<file path="config.mk">
export PLATFORM = sky130hd
export DESIGN_NAME = indication_word_serializer
export DESIGN_NICKNAME = d
export VERILOG_FILES = /design/src/rtl/indication_word_serializer.sv
export SDC_FILE = /design/constraint.sdc
export NUM_CORES = 1
export LEC_CHECK = 0
export CORE_UTILIZATION = 45
export DETAILED_ROUTE_END_ITERATION = 7
export MAX_ROUTING_LAYER = met4
export PLACE_DENSITY = 0.76
export SYNTH_ARGS = -nofsm -noshare
export SYNTH_HDL_FRONTEND = slang
export SYNTH_SLANG_ARGS = --single-unit
</file>
<file path="constraint.sdc">
create_clock -name CLK -period 3 [get_ports CLK]
set_input_delay 0.45 -clock CLK [delete_from_list [all_inputs] [get_ports CLK]]
set_output_delay 0.45 -clock CLK [all_outputs]
set_load 0.1 [all_outputs]
</file>
<file path="src/rtl/indication_word_serializer.sv">
// indication_word_serializer
//   Takes one 128-bit indication message plus its length (in 32-bit words)
//   and emits it as a stream of 32-bit words. An optional header word
//   {MSG_TAG, raw length} can be sent first. Back-to-back messages run with
//   no bubble, and the stream stalls under downstream backpressure.
// Ports:
//   CLK, nRST                  clock, async active-low reset
//   in_enq__ENA/__RDY          message handshake (transfer when ENA & RDY)
//   in_enq_v, in_enq_length    payload (word k = v[32k+31:32k]) and length
//   out_enq__ENA/__RDY         word handshake (transfer when ENA & RDY)
//   out_enq_v, out_enq_last    output word, final-word marker
//   err_length                 sticky: a message with length > 4 was accepted
//   msg_count                  completed messages (wraps at 2^32)
module indication_word_serializer #(
    parameter logic [15:0] MSG_TAG   = 16'hEC01,
    parameter bit          HEADER_EN = 1'b1
) (
    input  logic         CLK,
    input  logic         nRST,
    input  logic         in_enq__ENA,
    input  logic [127:0] in_enq_v,
    input  logic [15:0]  in_enq_length,
    output logic         in_enq__RDY,
    output logic         out_enq__ENA,
    output logic [31:0]  out_enq_v,
    output logic         out_enq_last,
    input  logic         out_enq__RDY,
    output logic         err_length,
    output logic [31:0]  msg_count
);

    typedef enum logic [1:0] {IDLE, HDR, DATA} state_t;

    state_t           state, state_n;
    logic [3:0][31:0] payload;
    logic [15:0]      len_raw;
    logic [2:0]       len_eff;
    logic [1:0]       idx, idx_n;

    logic [2:0] in_eff;
    logic       xfer, done, accept, zero_msg;

    assign in_eff = (in_enq_length > 16'd4) ? 3'd4 : in_enq_length[2:0];

    // Outputs are driven only from captured registers; nothing from the
    // input side reaches the output word in the same cycle.
    assign out_enq__ENA = (state != IDLE);

    always_comb begin
        out_enq_v    = 32'd0;
        out_enq_last = 1'b0;
        case (state)
            HDR: begin
                out_enq_v    = {MSG_TAG, len_raw};
                out_enq_last = (len_eff == 3'd0);
            end
            DATA: begin
                out_enq_v    = payload[idx];
                out_enq_last = ({1'b0, idx} == (len_eff - 3'd1));
            end
            default: ;
        endcase
    end

    assign xfer        = out_enq__ENA & out_enq__RDY;
    assign done        = xfer & out_enq_last;
    // Accepting on the final transfer lets the next message start with no gap.
    assign in_enq__RDY = (state == IDLE) | done;
    assign accept      = in_enq__ENA & in_enq__RDY;
    // Without a header, an empty message produces no words and completes at once.
    assign zero_msg    = accept & ~HEADER_EN & (in_eff == 3'd0);

    always_comb begin
        state_n = state;
        idx_n   = idx;
        case (state)
            HDR: if (xfer) begin
                idx_n   = 2'd0;
                state_n = (len_eff != 3'd0) ? DATA : IDLE;
            end
            DATA: if (xfer) begin
                if (done) state_n = IDLE;
                else      idx_n   = idx + 2'd1;
            end
            default: ;
        endcase
        // A new message overrides whatever the finishing one chose.
        if (accept) begin
            idx_n = 2'd0;
            if (HEADER_EN)              state_n = HDR;
            else if (in_eff != 3'd0)    state_n = DATA;
            else                        state_n = IDLE;
        end
    end

    always_ff @(posedge CLK or negedge nRST) begin
        if (!nRST) begin
            state      <= IDLE;
            idx        <= 2'd0;
            payload    <= '0;
            len_raw    <= 16'd0;
            len_eff    <= 3'd0;
            err_length <= 1'b0;
            msg_count  <= 32'd0;
        end else begin
            state <= state_n;
            idx   <= idx_n;
            if (accept) begin
                payload <= in_enq_v;
                len_raw <= in_enq_length;
                len_eff <= in_eff;
                if (in_enq_length > 16'd4) err_length <= 1'b1;
            end
            // A finishing message and an empty one accepted alongside it
            // both count in the same cycle.
            msg_count <= msg_count + {31'd0, done} + {31'd0, zero_msg};
        end
    end

endmodule

</file>
==> results of run 1 <==
kinds of logic (layout without fill, tap and decap cells):
| logic type | Yosys count | in the layout | synth area share, % |
|---|---|---|---|
| muxes | 176 | 176 | 27.8 |
| DFF | 184 | 184 | 54.6 |
| xor gates and xnor gates | 33 | 33 | 3.96 |
| adders and majority gates | 7 | 7 | 1.04 |
| AOI/OAI and AO/OA | 38 | 38 | 3.62 |
| and+or+nand+nor | 91 | 91 | 5.89 |
| buffers and inverters | 41 | 276 | 3.14 |
area by class of cell:
type,instances,area [sq um],share of cell area [%]
flip-flops and latches,184,4610,39.1
multi-input cells,345,3660,31.0
repair buffers,236,2670,22.6
clock buffers,20,447,3.79
well taps,229,287,2.43
clock inverters,12,97.6,0.827
inverters,8,30.0,0.255
report_power, final:
group / leakage (nW) / switching, mW / internal [mW]
sequential: 2.24 / 0.536 / 3.52
combinational: 2.41 / 3.57 / 3.11
clock: 0.262 / 0.967 / 1.10
total: 4.90 / 5.08 / 7.73
repair_timing:
action                     CTS  global route
gates resized for setup      0             3
hold buffers                 0             0
setup endpoints to repair    0             5
setup buffers                0             5
cell usage in the layout, fill, tap and decap left out, types with 2 or more instances in the layout:
| cell | netlist | routed |
|---|---|---|
| nor4_1 | 4 | 4 |
| xor2_1 | 6 | 6 |
| nand2_2 | 0 | 2 |
| buf_12 | 0 | 42 |
| and4_1 | 5 | 5 |
| nor2_2 | 0 | 3 |
| clkinvlp_4 | 0 | 2 |
| nand4_1 | 7 | 7 |
| mux2_1 | 51 | 51 |
| clkbuf_8 | 0 | 2 |
| a22o_1 | 16 | 16 |
| nor3_4 | 0 | 2 |
| buf_4 | 10 | 47 |
| clkinv_2 | 0 | 2 |
| clkbuf_16 | 0 | 17 |
| clkbuf_1 | 6 | 2 |
| nand3_1 | 12 | 12 |
| nor2b_1 | 6 | 6 |
| and2_1 | 15 | 15 |
| o21ai_0 | 6 | 6 |
| inv_1 | 8 | 7 |
| ha_4 | 0 | 4 |
| ha_1 | 7 | 2 |
| xnor2_4 | 2 | 2 |
| nand2_1 | 21 | 19 |
| dfrtp_2 | 0 | 3 |
| nor2_1 | 11 | 8 |
| clkinv_4 | 0 | 6 |
| or4_1 | 2 | 2 |
| mux4_2 | 32 | 32 |
| mux2_2 | 93 | 93 |
| a21o_1 | 2 | 2 |
| dfrtp_1 | 184 | 181 |
| and3_1 | 3 | 3 |
| a21oi_1 | 8 | 8 |
| clkdlybuf4s50_1 | 0 | 146 |
| xnor2_1 | 24 | 24 |
per-layer routing:
layer / part of all wire, % / GRT usage (%) / routed length, um
met3: 4.8 / 5.66 / 944
met2: 53 / 37.2 / 10400
met1: 42 / 26.5 / 8210
met5: 0 / - / 0
met4: 1.1 / 6.55 / 222
per-stage QoR:
stage	power [mW]	std cells	worst slack (ns)	setup TNS (ns)	util (%)
detailed placement	10.8	997	0.113	0	61.8
global placement	10.6	997	0.250	0	61.8
floorplan	8.65	570	-0.807	-16.20	-
global route	13.4	1034	0.0176	0	65.0
finish	12.8	1034	0.186	0	65.0
CTS	12.9	1029	0.0880	0	64.8
critical path, stage by stage, from the launching register on:
cell and delay, ns:
dfrtp_1 0.38, inv_1 0.10, ha_4 0.31, nand2_2 0.08, o41ai_4 0.37, nand2_1 0.13
nor2_2 0.13, ha_2 0.21, ha_4 0.14, nand4_1 0.20, buf_4 0.21, nor2_1 0.15
nand4_1 0.13, xnor2_1 0.14
flip-flops by register name, indices dropped and copies added (netlist names):
signal      count
err_length      1
idx             2
len_eff         3
len_raw        16
msg_count      32
payload       128
state           2
how the worst min path moves through the flow:
stage                      startpoint                 endpoint  slack, ns
2_1_floorplan                    nRST   err_length$_DFFE_PN0P_       0.15
3_3_place_gp   err_length$_DFFE_PN0P_   err_length$_DFFE_PN0P_       0.45
3_5_place_dp   err_length$_DFFE_PN0P_   err_length$_DFFE_PN0P_       0.45
4_1_cts                          nRST  payload[59]$_DFFE_PN0P_       0.12
5_1_grt                          nRST  payload[59]$_DFFE_PN0P_       0.14
6_report                         nRST  payload[59]$_DFFE_PN0P_       0.07
==> qor.txt, run 1 <==
outcome: complete, but fails checks
failing checks: DRC
R2R setup slack: 0.19 ns
worst reg2reg path depth: 13
vias: 5496
max-cap check violation count: 0
Placed Instance Area: 0.0112 sq mm
Final Hold Fails: 0
HPWL after DPL: 14.2 mm
Max Clock Skew: 0.0111 ns
Antenna Violating Nets Remaining: 0
type of the worst min-delay path: input port to asynchronous set/reset pin
syn_nets: 725
worst-path maximum fanout: 6
fmax: 355 MHz
clock sinks: 184
leading register cell type out of synthesis: dfrtp_1
drt pass-1 iters: 8
Avg WL per Cell: 19.1 um
P&R area growth vs syn: 39.9%
top cells by area, synth: dfrtp_1, mux2_2, mux4_2
count leader, synth: dfrtp_1
clock buffer count from CTS: 17
FF+latch count, synth: 184
CP startpoint: state[1]$_DFFE_PN0P_
port bufs: 215
post-synth top area share: 54.6%
Final #Nets: 947
Via density: 5.32
CP Launch Type: flop
H-Tree Depth: 4
first-pass GRT wire length: 31.8 mm
post-synthesis async set-or-reset flop share: 100%
Slew Limit Headroom: 47.5%
WHS: 0.0677 ns
Critical Path AT: 3.12 ns
most common library cells after synthesis: dfrtp_1, mux2_2, mux2_1, mux4_2, xnor2_1
GRT overflow: 0
initial antenna violation count: 0
Antenna diodes: 0
Data required, critical path: 3.31 ns
crit path time final: 2.81 ns
std cell rows: 49
vias in the first global route: 5996
r2r endpoint: msg_count[18]$_DFF_PN0_
reg2reg start: state[1]$_DFFE_PN0P_
Tot GR Track Use: 22.2%
CTS tree: done
CP endpoint: msg_count[18]$_DFF_PN0_
fillers: 1325
number of flops mapped to enable cells by yosys: 0
Cell variety after synth: 39
initial core utilization: 46.5%
layout cell share with drive strength beyond 1: 33.4%
largest net degree at the start of global routing: 95
DRC viols: 11
Seq/Total Area, Yosys: 54.6%
Post-Route WL: 19.8 mm
PwrDens: 1080 mW/mm^2
Slew @ Worst Pin: 0.788 ns
die area: 0.0193 sq mm
die height: 139 um
Top Ports: 216
Netlist Area Pre-Place: 0.00844 sq mm
post-route cell area: 0.0118 sq mm
clk_lat worst skew: 0.42 ns
Die X: 139 um
CP Class: flop to flop
Clock Tree Root: clkbuf_16
clk slew on worst S/H paths: 0.07 ns
Slew Viols, Final: 0
Cells after Synth: 570
Setup crit end kind: flop
Core Area: 0.0181 sq mm
P_leak: 4.90 nW
RSZ-0062 raised after global routing: no
GPL Wtd Cong: 0.799
syn avg cell area: 14.8 sq um
initial DRC count: 191
Max clock buf depth: 2
fin crit share: 93.8%
Syn. warnings: 0
# setup viols final: 0
area leader, netlist: dfrtp_1
peak supply drop: 0.000570 V
Power figures use the tool's default switching activity.
==> inputs of run 2 (changes only) <==
Settings changed: CTS_CLUSTER_DIAMETER set to 100.
==> results of run 2 <==
No change in the layout: final DEF, timing and power equal those of run 1.
==> inputs of run 3 (changes only) <==
Settings changed: CORE_UTILIZATION 45 to 49, PLACE_DENSITY 0.76 to 0.79.
Clock period 3 ns to 2.65 ns, I/O delays scaled along.
==> run 3 against run 2 <==
Effect of this change:
- maximum frequency up 5.5%
- sequential power up 14%
- global-route usage up 2.6 points
- largest cell class unchanged
- sequential cell count unchanged
- clock-buffer cell count up 1
- the flow finishes with violations (setup timing)
- clock skew up 0.00086 ns
- routed wire length up 3.2%
- critical endpoint is now msg_count[28]$_DFF_PN0_
==> qor.txt, run 3 (synthesized netlist as in run 1, its figures left out) <==
outcome: complete, but fails checks
failing checks: setup timing
clk slew on worst S/H paths: 0.06 ns
die area: 0.0177 sq mm
worst-path maximum fanout: 4
top flop regs: payload x128, msg_count x32, len_raw x16
setup TNS: -0.0179 ns
H-Tree Depth: 4
clock sinks: 184
Post-Route WL: 20.4 mm
type of the worst min-delay path: flop to flop
Slew @ Worst Pin: 0.576 ns
CTS tree: done
peak supply drop: 0.000719 V
worst path bufs/invs: 2
largest net degree at the start of global routing: 86
fin util: 71.5%
first-pass GRT wire length: 32.3 mm
clock buffer count from CTS: 17
Slew Viols, Final: 0
Critical Path AT: 2.98 ns
fmax: 375 MHz
HPWL after DPL: 14.1 mm
Worst path slowest cell: dfrtp_1
Max clock buf depth: 2
GPL Wtd Cong: 0.833
Final Hold Fails: 0
GRT overflow: 0
vias: 5561
initial antenna violation count: 0
clk_lat worst skew: 0.42 ns
Core Area: 0.0167 sq mm
DRC viols: 0
P&R area growth vs syn: 41.5%
layout cell share with drive strength beyond 1: 35.2%
final worst setup slack: -0.0179 ns
Die X: 133 um
CP Class: flop to flop
port bufs: 215
Final #Nets: 954
Tot GR Track Use: 24.8%
Antenna diodes: 0
PwrDens: 1240 mW/mm^2
std cell rows: 47
Antenna Violating Nets Remaining: 0
CP Cell Sequence: inv_1 > ha_4 > nand2_4 > o41ai_4 > nand2_2 > nor2_4 > ha_4 > ha_4 > nand4_1 > buf_6 > nor3_4 > nand3_1 > xnor2_1
Avg WL per Cell: 19.8 um
Setup crit end kind: flop
Cells after DPL: 990
initial core utilization: 50.5%
Final Non-Filler Cells: 1032
WHS: 0.475 ns
most common cell after layout, fill and taps aside: dfrtp_1
Clock Tree Root: clkbuf_16
max-cap check violation count: 0
fin crit share: 101%
Max Clock Skew: 0.0119 ns
initial DRC count: 238
RSZ-0062 raised after global routing: yes
crit-path most repeated cell: ha_4
max incr delay on CP: 0.37 ns
die height: 133 um
CP Launch Type: flop
largest reg by FF count: payload
# setup viols final: 1
crit path time final: 2.67 ns
P_leak: 4.96 nW
Slew Limit Headroom: 61.2%
Via density: 5.39
critical path's top delay family: simple AND/OR/NAND/NOR gates
Top Ports: 216
vias in the first global route: 6085
max reg flops: 128
drt pass-1 iters: 4
commonest non-fill, non-tap cells in the layout: dfrtp_1, clkdlybuf4s50_1, mux2_2
Data required, critical path: 2.96 ns
[run 3: cell count changes in the layout (fill, tap and decap cells not counted), sizes merged]
cell,before,now
bufinv,0,1
clkinv,8,3
clkbuf,21,23
bufbuf,0,1
buf,89,93
clkinvlp,2,5
dlygate4sd3,0,1
[run 3: timing repair]
item,in CTS,in global routing
hold endpoints to repair,50,0
pin swaps,6,4
gates cloned,1,1
gates resized for setup,10,8
hold buffers,1,0
endpoints found under the setup margin,32,43
buffers inserted,5,2
[run 3: path summary, 6_finish.rpt]
check	startpoint	endpoint	slack, ns	depth (start not counted)
max in group asynchronous	nRST	len_raw[10]$_DFFE_PN0P_	1.34	3
hold / removal	msg_count[31]$_DFF_PN0_	msg_count[31]$_DFF_PN0_	0.47	1
hold reg to reg	msg_count[31]$_DFF_PN0_	msg_count[31]$_DFF_PN0_	0.47	1
setup / recovery	state[1]$_DFFE_PN0P_	msg_count[28]$_DFF_PN0_	-0.02	13
setup reg to reg	state[1]$_DFFE_PN0P_	msg_count[28]$_DFF_PN0_	-0.02	13
min in group asynchronous	nRST	payload[61]$_DFFE_PN0P_	0.48	2
[run 3: final cells by class]
class | instances | area, sq um
Fill cell | 1106 | 4760
Inverter | 8 | 30.0
Multi-Input combinational cell | 345 | 3720
Clock buffer | 21 | 440
Tap cell | 220 | 275
Timing Repair Buffer | 243 | 2760
Clock inverter | 11 | 100
Sequential cell | 184 | 4610
[run 3: worst reg2reg max path, cell delays in order, from the launching register on]
cell and delay (ns):
dfrtp_1 0.37, inv_1 0.09, ha_4 0.30, nand2_4 0.05
o41ai_4 0.37, nand2_2 0.13, nor2_4 0.15, ha_4 0.17
ha_4 0.14, nand4_1 0.09, buf_6 0.15, nor3_4 0.27
nand3_1 0.14, xnor2_1 0.14
[run 3: stage by stage]
stage	setup slack, ns	total power [mW]	area, sq um
floorplan	-1.16	9.83	8540
global placement	0.00515	12.0	11200
detailed placement	-0.225	12.3	11200
CTS	-0.0706	14.8	11900
global route	-0.118	15.4	11900
finish	-0.0179	14.8	11900
[run 3: report_power, final]
group	switching (mW)	leakage (nW)	internal, mW
Combinational	4.14	2.47	3.66
Sequential	0.617	2.24	3.99
Clock	1.07	0.250	1.30
Total	5.83	4.96	8.94
[run 3: per-layer routing]
| metal | global-route usage (%) | share of wire (%) |
|---|---|---|
| met3 | 5.86 | 4.7 |
| met1 | 29.7 | 40 |
| met5 | - | 0 |
| met4 | 7.70 | 1.8 |
| met2 | 41.6 | 53 |
